## config.mk

```make
export PLATFORM = sky130hd
export DESIGN_NAME = pipe_stage_hs
export DESIGN_NICKNAME = d
export VERILOG_FILES = /design/src/rtl/pipe_stage_hs.sv
export SDC_FILE = /design/constraint.sdc
export NUM_CORES = 1
export LEC_CHECK = 0
export CAP_MARGIN = 10
export CELL_PAD_IN_SITES_DETAIL_PLACEMENT = 0
export CELL_PAD_IN_SITES_GLOBAL_PLACEMENT = 1
export CORE_MARGIN = 8
export CORE_UTILIZATION = 31
export CTS_CLUSTER_SIZE = 40
export DETAILED_ROUTE_END_ITERATION = 6
export PLACE_DENSITY = 0.81
export SETUP_SLACK_MARGIN = 0.02
export SLEW_MARGIN = 0
export SYNTH_ARGS = -nofsm -noshare
export SYNTH_HDL_FRONTEND = slang
export SYNTH_SLANG_ARGS = --single-unit
export TNS_END_PERCENT = 100
```

## constraint.sdc

```tcl
create_clock -name CLK -period 2.4 [get_ports CLK]
set_clock_uncertainty 0.2 [all_clocks]
set_input_delay 0.48 -clock CLK [delete_from_list [all_inputs] [get_ports CLK]]
set_output_delay 0.48 -clock CLK [all_outputs]
set_load 0.005 [all_outputs]
```

## src/rtl/pipe_stage_hs.sv

```systemverilog
// -----------------------------------------------------------------------------
// pipe_stage_hs
//
// Parametrised pipeline register stage carrying an opaque WIDTH-bit payload
// with a valid/ready handshake. One instance per stage boundary.
//
// Features:
//   - EN freezes all state (no handshake, no counter updates).
//   - flush kills every held entry and counts the killed beats.
//   - stall_cnt / kill_cnt are saturating counters, cleared only by RST.
//   - out_data shows BUBBLE whenever the stage is empty.
//
// Optional build macro:
//   PIPE_STAGE_HS_SKID_EN - adds a second (skid) entry. in_ready then depends
//                           only on registered state, breaking the ready path
//                           from out_ready back to in_ready.
//
// Ports:
//   CLK        in   clock, rising edge
//   RST        in   synchronous reset, active-high
//   EN         in   stage enable, 0 freezes the stage
//   flush      in   synchronous kill of all held entries
//   in_valid   in   upstream has a beat
//   in_ready   out  stage accepts the beat this cycle
//   in_data    in   upstream payload [WIDTH]
//   out_valid  out  stage holds a beat
//   out_ready  in   downstream accepts
//   out_data   out  head payload, or BUBBLE when empty [WIDTH]
//   stall_cnt  out  saturating count of back-pressured cycles [CNT_W]
//   kill_cnt   out  saturating count of beats killed by flush [CNT_W]
// -----------------------------------------------------------------------------
module pipe_stage_hs #(
  parameter int               WIDTH  = 32,
  parameter logic [WIDTH-1:0] BUBBLE = '0,
  parameter int               CNT_W  = 16
) (
  input  logic             CLK,
  input  logic             RST,
  input  logic             EN,
  input  logic             flush,
  input  logic             in_valid,
  output logic             in_ready,
  input  logic [WIDTH-1:0] in_data,
  output logic             out_valid,
  input  logic             out_ready,
  output logic [WIDTH-1:0] out_data,
  output logic [CNT_W-1:0] stall_cnt,
  output logic [CNT_W-1:0] kill_cnt
);

  localparam logic [CNT_W-1:0] CNT_MAX = '1;

`ifdef PIPE_STAGE_HS_SKID_EN
  typedef enum logic [1:0] {
    S_EMPTY = 2'd0,
    S_FULL  = 2'd1,
    S_SKID  = 2'd2
  } state_e;
`else
  typedef enum logic {
    S_EMPTY = 1'b0,
    S_FULL  = 1'b1
  } state_e;
`endif

  state_e           state_q;
  state_e           state_d;
  logic [WIDTH-1:0] head_q;
  logic             skid_valid;
  logic             accept;
  logic             rel_beat;
  logic             stall_inc;
  logic [1:0]       kill_add;
  logic [CNT_W:0]   kill_sum;

  // ---------------------------------------------------------------------------
  // Output decode from the state register
  // ---------------------------------------------------------------------------
  always_comb begin
    out_valid = (state_q != S_EMPTY);
`ifdef PIPE_STAGE_HS_SKID_EN
    skid_valid = (state_q == S_SKID);
    // Ready is a function of held state only; out_ready does not reach it.
    in_ready   = !RST && EN && !flush && !skid_valid;
`else
    skid_valid = 1'b0;
    // A full stage can still take a beat when the head leaves this cycle.
    in_ready   = !RST && EN && !flush && (!out_valid || out_ready);
`endif
  end

  assign accept   = in_valid && in_ready;
  assign rel_beat = out_valid && out_ready && EN && !flush;
  assign out_data = head_q;

  // ---------------------------------------------------------------------------
  // Next-state logic
  // ---------------------------------------------------------------------------
  always_comb begin
    // NOTE: default first so every path assigns state_d and no latch is inferred.
    state_d = state_q;
    if (flush) begin
      state_d = S_EMPTY;
    end else if (EN) begin
      case (state_q)
        S_EMPTY: if (accept) state_d = S_FULL;
`ifdef PIPE_STAGE_HS_SKID_EN
        S_FULL: begin
          if (accept && !rel_beat)      state_d = S_SKID;
          else if (rel_beat && !accept) state_d = S_EMPTY;
        end
        S_SKID: if (rel_beat) state_d = S_FULL;
`else
        S_FULL: if (rel_beat && !accept) state_d = S_EMPTY;
`endif
        default: state_d = S_EMPTY;
      endcase
    end
  end

  // ---------------------------------------------------------------------------
  // State register (RST has priority over flush, which the next-state logic
  // already gives priority over EN)
  // ---------------------------------------------------------------------------
  always_ff @(posedge CLK) begin
    // NOTE: non-blocking assignments for all clocked state, so every register
    // samples the pre-edge values regardless of block ordering.
    if (RST) state_q <= S_EMPTY;
    else     state_q <= state_d;
  end

  // ---------------------------------------------------------------------------
  // Payload registers
  // ---------------------------------------------------------------------------
`ifdef PIPE_STAGE_HS_SKID_EN
  logic [WIDTH-1:0] skid_q;

  // NOTE: the skid payload has no reset; it is only observed after being
  // written, because skid_valid (in state_q) gates every use of it.
  always_ff @(posedge CLK) begin
    if (state_q == S_FULL && accept && !rel_beat) skid_q <= in_data;
  end
`endif

  // The head register holds BUBBLE whenever the stage is empty, so out_data
  // needs no output mux and has no path from in_data.
  always_ff @(posedge CLK) begin
    if (RST || flush) begin
      head_q <= BUBBLE;
    end else if (EN) begin
`ifdef PIPE_STAGE_HS_SKID_EN
      case (state_q)
        S_EMPTY: if (accept) head_q <= in_data;
        S_FULL:  if (rel_beat) head_q <= accept ? in_data : BUBBLE;
        S_SKID:  if (rel_beat) head_q <= skid_q;
        default: head_q <= BUBBLE;
      endcase
`else
      if (accept)        head_q <= in_data;
      else if (rel_beat) head_q <= BUBBLE;
`endif
    end
  end

  // ---------------------------------------------------------------------------
  // Saturating counters
  // ---------------------------------------------------------------------------
  assign stall_inc = EN && !flush && out_valid && !out_ready;
  assign kill_add  = {1'b0, out_valid} + {1'b0, skid_valid};
  // One extra bit catches the overflow of adding up to two killed beats.
  assign kill_sum  = {1'b0, kill_cnt} + (CNT_W+1)'(kill_add);

  always_ff @(posedge CLK) begin
    if (RST) begin
      stall_cnt <= '0;
      kill_cnt  <= '0;
    end else begin
      if (flush) begin
        kill_cnt <= kill_sum[CNT_W] ? CNT_MAX : kill_sum[CNT_W-1:0];
      end
      if (stall_inc && stall_cnt != CNT_MAX) begin
        stall_cnt <= stall_cnt + CNT_W'(1);
      end
    end
  end

endmodule

```

==> results.md <==
- The clock root buffer is clkbuf_8.
- For this design, the CTS-stage hold fixing added 0 buffers.
- The number of instances in the synthesized netlist is approximately 300.
- The type of element capturing the critical path is an output pin.
- The initial detailed-routing violation count is 140.
- The critical path is of the input port to output pin type.
- The most frequent standard cell in the layout excluding fill and tap cells is clkdlybuf4s50_1.
- The final count of hold timing violations is 0.
- The total number of clock tree sinks is between 60 and 70.
- Relative to the synthesized area, the layout overhead comes to 58.2%.
- The final net count is ~470.
- Detailed placement finished with a half-perimeter wire length of around 5900 um.
- Hold is met by about 0.30 ns.
- For this run, design rule violations remaining after detail routing come to 0.
- The starting utilization of the core area is a little under a third.
- The launching instance or port of the critical path is flush.
- Setup repair after global routing left no endpoint under its margin.
- For this run, the top clock speed supported by timing is roughly 440 MHz.
- The kind of launch point of the worst setup path is an input port.
- Dividing the detail-routed via count by the number of cells gives just over 5.
- Clock tree synthesis inserted a total of 9 buffers.
- The initial antenna violation count is 0.
- Measured along the y axis, the die boundary spans around 110 um.
- The peak supply drop is between 0.3 and 0.4 mV.
- The number of max-capacitance violations reported is 0.
- The worst register-to-register path begins at stall_cnt[8].
- Once detail routing completed, the nets flagged for antenna violations numbered 0.
- At the pin with the least slew margin, the transition time is between 0.4 and 0.5 ns.
- Buffers placed on the I/O ports in this run total just over 100.
- The full die area is around 0.012 mm2.
- Measured against its own limit, the worst slew margin works out to roughly 73%.
- The number of synthesized register bits is 65.
- Synthesis produced a netlist with a net count of about 340.
- Global routing used 13.2% of the available tracks across all layers.
- Yosys mapped the design onto 37 distinct sky130hd cell types.
- Summed over all cells, the static leakage comes to roughly 1.4 nW.
- The first global-routing pass estimated between 10000 and 15000 um of wire.
- The average cell area after synthesis is 8.92 um2.
- After detailed routing, the average wire length per cell comes to about 15 um.
- Summed over all layers, the global routing overflow is 0.
- The required time of the critical path is between 1.5 and 2 ns.
- The post-route minimum period is 2.27 ns.
- After synthesis the cells add up to between 0.002 and 0.003 mm2.
- In this run the power density over the cells is ~530 mW/mm2.
- The post-synthesis sequential area ratio is between 40% and 50%.
- The antenna diode instance count is 0.
- The run finished with clean final reports.
- The worst min-delay path class is register to register.
- The final core area utilization is 49.7%.
- Across all layers, the routed design uses around 2700 vias.
- Of the cells placed in the final design, the portion with a size suffix greater than 1 is a little under an eighth.
- The length of the first detailed-routing pass in iterations is 4.
- The startpoint of the most critical hold path is out_data[6].
- The floorplan die width is about 110 um.
- Clock-pin slew was measured on the worst setup and hold paths at roughly 0.070 ns.
- The number of failing setup endpoints in the final timing report is 0.
- The number of warnings issued by yosys is 0.
- The global placement routability congestion is between 0.7 and 0.8.
- The share of the clock period used by the worst path after layout is a little over nine tenths.
- The pin count of the biggest net entering global routing is 34.
- The library cells used most frequently in the layout, excluding fill and tap cells, are 102 x clkdlybuf4s50_1, 65 x dfxtp_1, 44 x nor2_1.
- The routed wire length is approximately 8100 um.
- During I/O placement, the number of pins put on the boundary was ~100.
- In this run the core area contains 34 standard-cell rows.
- The core outline area is around 0.0086 mm2.
- The via count of the first global-routing pass was ~2700.
- In this run the worst path has a maximum fanout of 2.
- No sink is reached through more buffers than the 2 on the longest clock path.
- STA puts the critical path data arrival time at between 1.5 and 2 ns.
- The max-slew violation count is 0.
- The CTS tree is built.
- The number of levels in the clock H-tree is 3.
- The source-to-sink clock delay at the later pin of the worst-skew pair is around 0.34 ns.
-- final timing paths --
| kind | slack, ns | cells past startpoint | to |
|---|---|---|---|
| setup / recovery | 0.13 | 4 | in_ready |
| setup reg to reg | 0.43 | 6 | stall_cnt[11] |
| hold / removal | 0.30 | 2 | out_data[6] |
| hold reg to reg | 0.30 | 2 | out_data[6] |
-- registers in the layout (all words and copies together) (netlist names) --
register,count
kill_cnt,16
out_data,32
out_valid,1
stall_cnt,16
-- where the power goes --
group          switching (mW)  internal (mW)  total [mW]
clock                   0.422          0.580        1.00
combinational          0.0545         0.0870       0.141
sequential            0.00395           1.08        1.09
-- cells by family (layout without fill, tap and decap cells) --
kind of cell	after synthesis	count (layout)	share of synthesized area, %
simple gates	115	115	21.6
compound gates	81	81	20.0
flops	65	65	48.5
buf+inv	23	154	3.91
xor+xnor	12	12	3.91
fa+ha+maj	3	3	1.40
mux	2	2	0.746
-- cells in the mapped netlist --
master	instances	area share, %
dfxtp_1	65	48
nor2_1	44	6.2
a22oi_1	33	9.2
a21oi_1	26	4.8
clkbuf_1	16	2.2
nand2_1	14	2.0
nand3_1	13	2.4
xnor2_1	9	2.9
or3_1	8	1.9
o21ai_0	7	1.3
nand4_1	6	1.4
nor4_1	6	1.4
and3_1	5	1.2
nor3_1	5	0.93
or4_1	5	1.4
inv_1	4	0.56
o31ai_1	4	1.1
a31oi_1	3	0.70
and4_1	3	0.98
ha_1	3	1.4
xor2_1	3	0.98
buf_6	2	0.84
mux2i_1	2	0.75
nor2b_1	2	0.47
a211oi_1	1	0.28
a21o_1	1	0.28
a311oi_1	1	0.33
and4b_1	1	0.37
and4bb_4	1	0.61
buf_4	1	0.28
nand2b_1	1	0.23
o211ai_1	1	0.28
o21ba_2	1	0.37
o31a_1	1	0.33
o41ai_1	1	0.33
o41ai_2	1	0.61
or2_2	1	0.23
-- per-layer routing --
layer / up-vias / GRT usage (%) / wire length, um
li1: 1360 / - / -
met1: 1284 / 15.0 / 3480
met2: 67 / 23.0 / 4140
met3: 8 / 2.72 / 382
met4: 0 / 6.26 / 129
met5: - / 0 / 0
-- worst max-delay path: stages --
cell             delay [ns]
clkdlybuf4s50_1        0.41
or2_2                  0.33
nor2_1                 0.12
clkdlybuf4s15_1        0.24
-- what timing repair did --
| item | 4_1_cts | 5_1_grt |
|---|---|---|
| setup buffers | 0 | 1 |
| gates resized for setup | 2 | 1 |
| pin swaps | 0 | 1 |
| setup endpoints to repair | 3 | 5 |
-- per-stage QoR --
step                      cells  setup TNS (ns)  setup slack (ns)  power [mW]  instance area (um2)
after global routing        540               0            0.0315        2.32                 4250
after floorplan             301               0             0.354        1.16                 2690
after detailed placement    523           -1.80            -0.177        1.25                 4020
final                       540               0             0.133        2.23                 4250
after global placement      523          -0.949            -0.179        1.25                 4020
after CTS                   539               0            0.0724        2.26                 4240
-- final cells by class --
| class | count | area, um2 |
|---|---|---|
| Timing Repair Buffer | 134 | 1290 |
| Tap cell | 108 | 135 |
| Clock inverter | 6 | 82.6 |
| Clock buffer | 10 | 128 |
| Fill cell | 826 | 4300 |
| Sequential cell | 65 | 1300 |
| Inverter | 4 | 15.0 |
| Multi-Input combinational cell | 213 | 1300 |
Note: power is estimated with default switching activity, not from simulation.
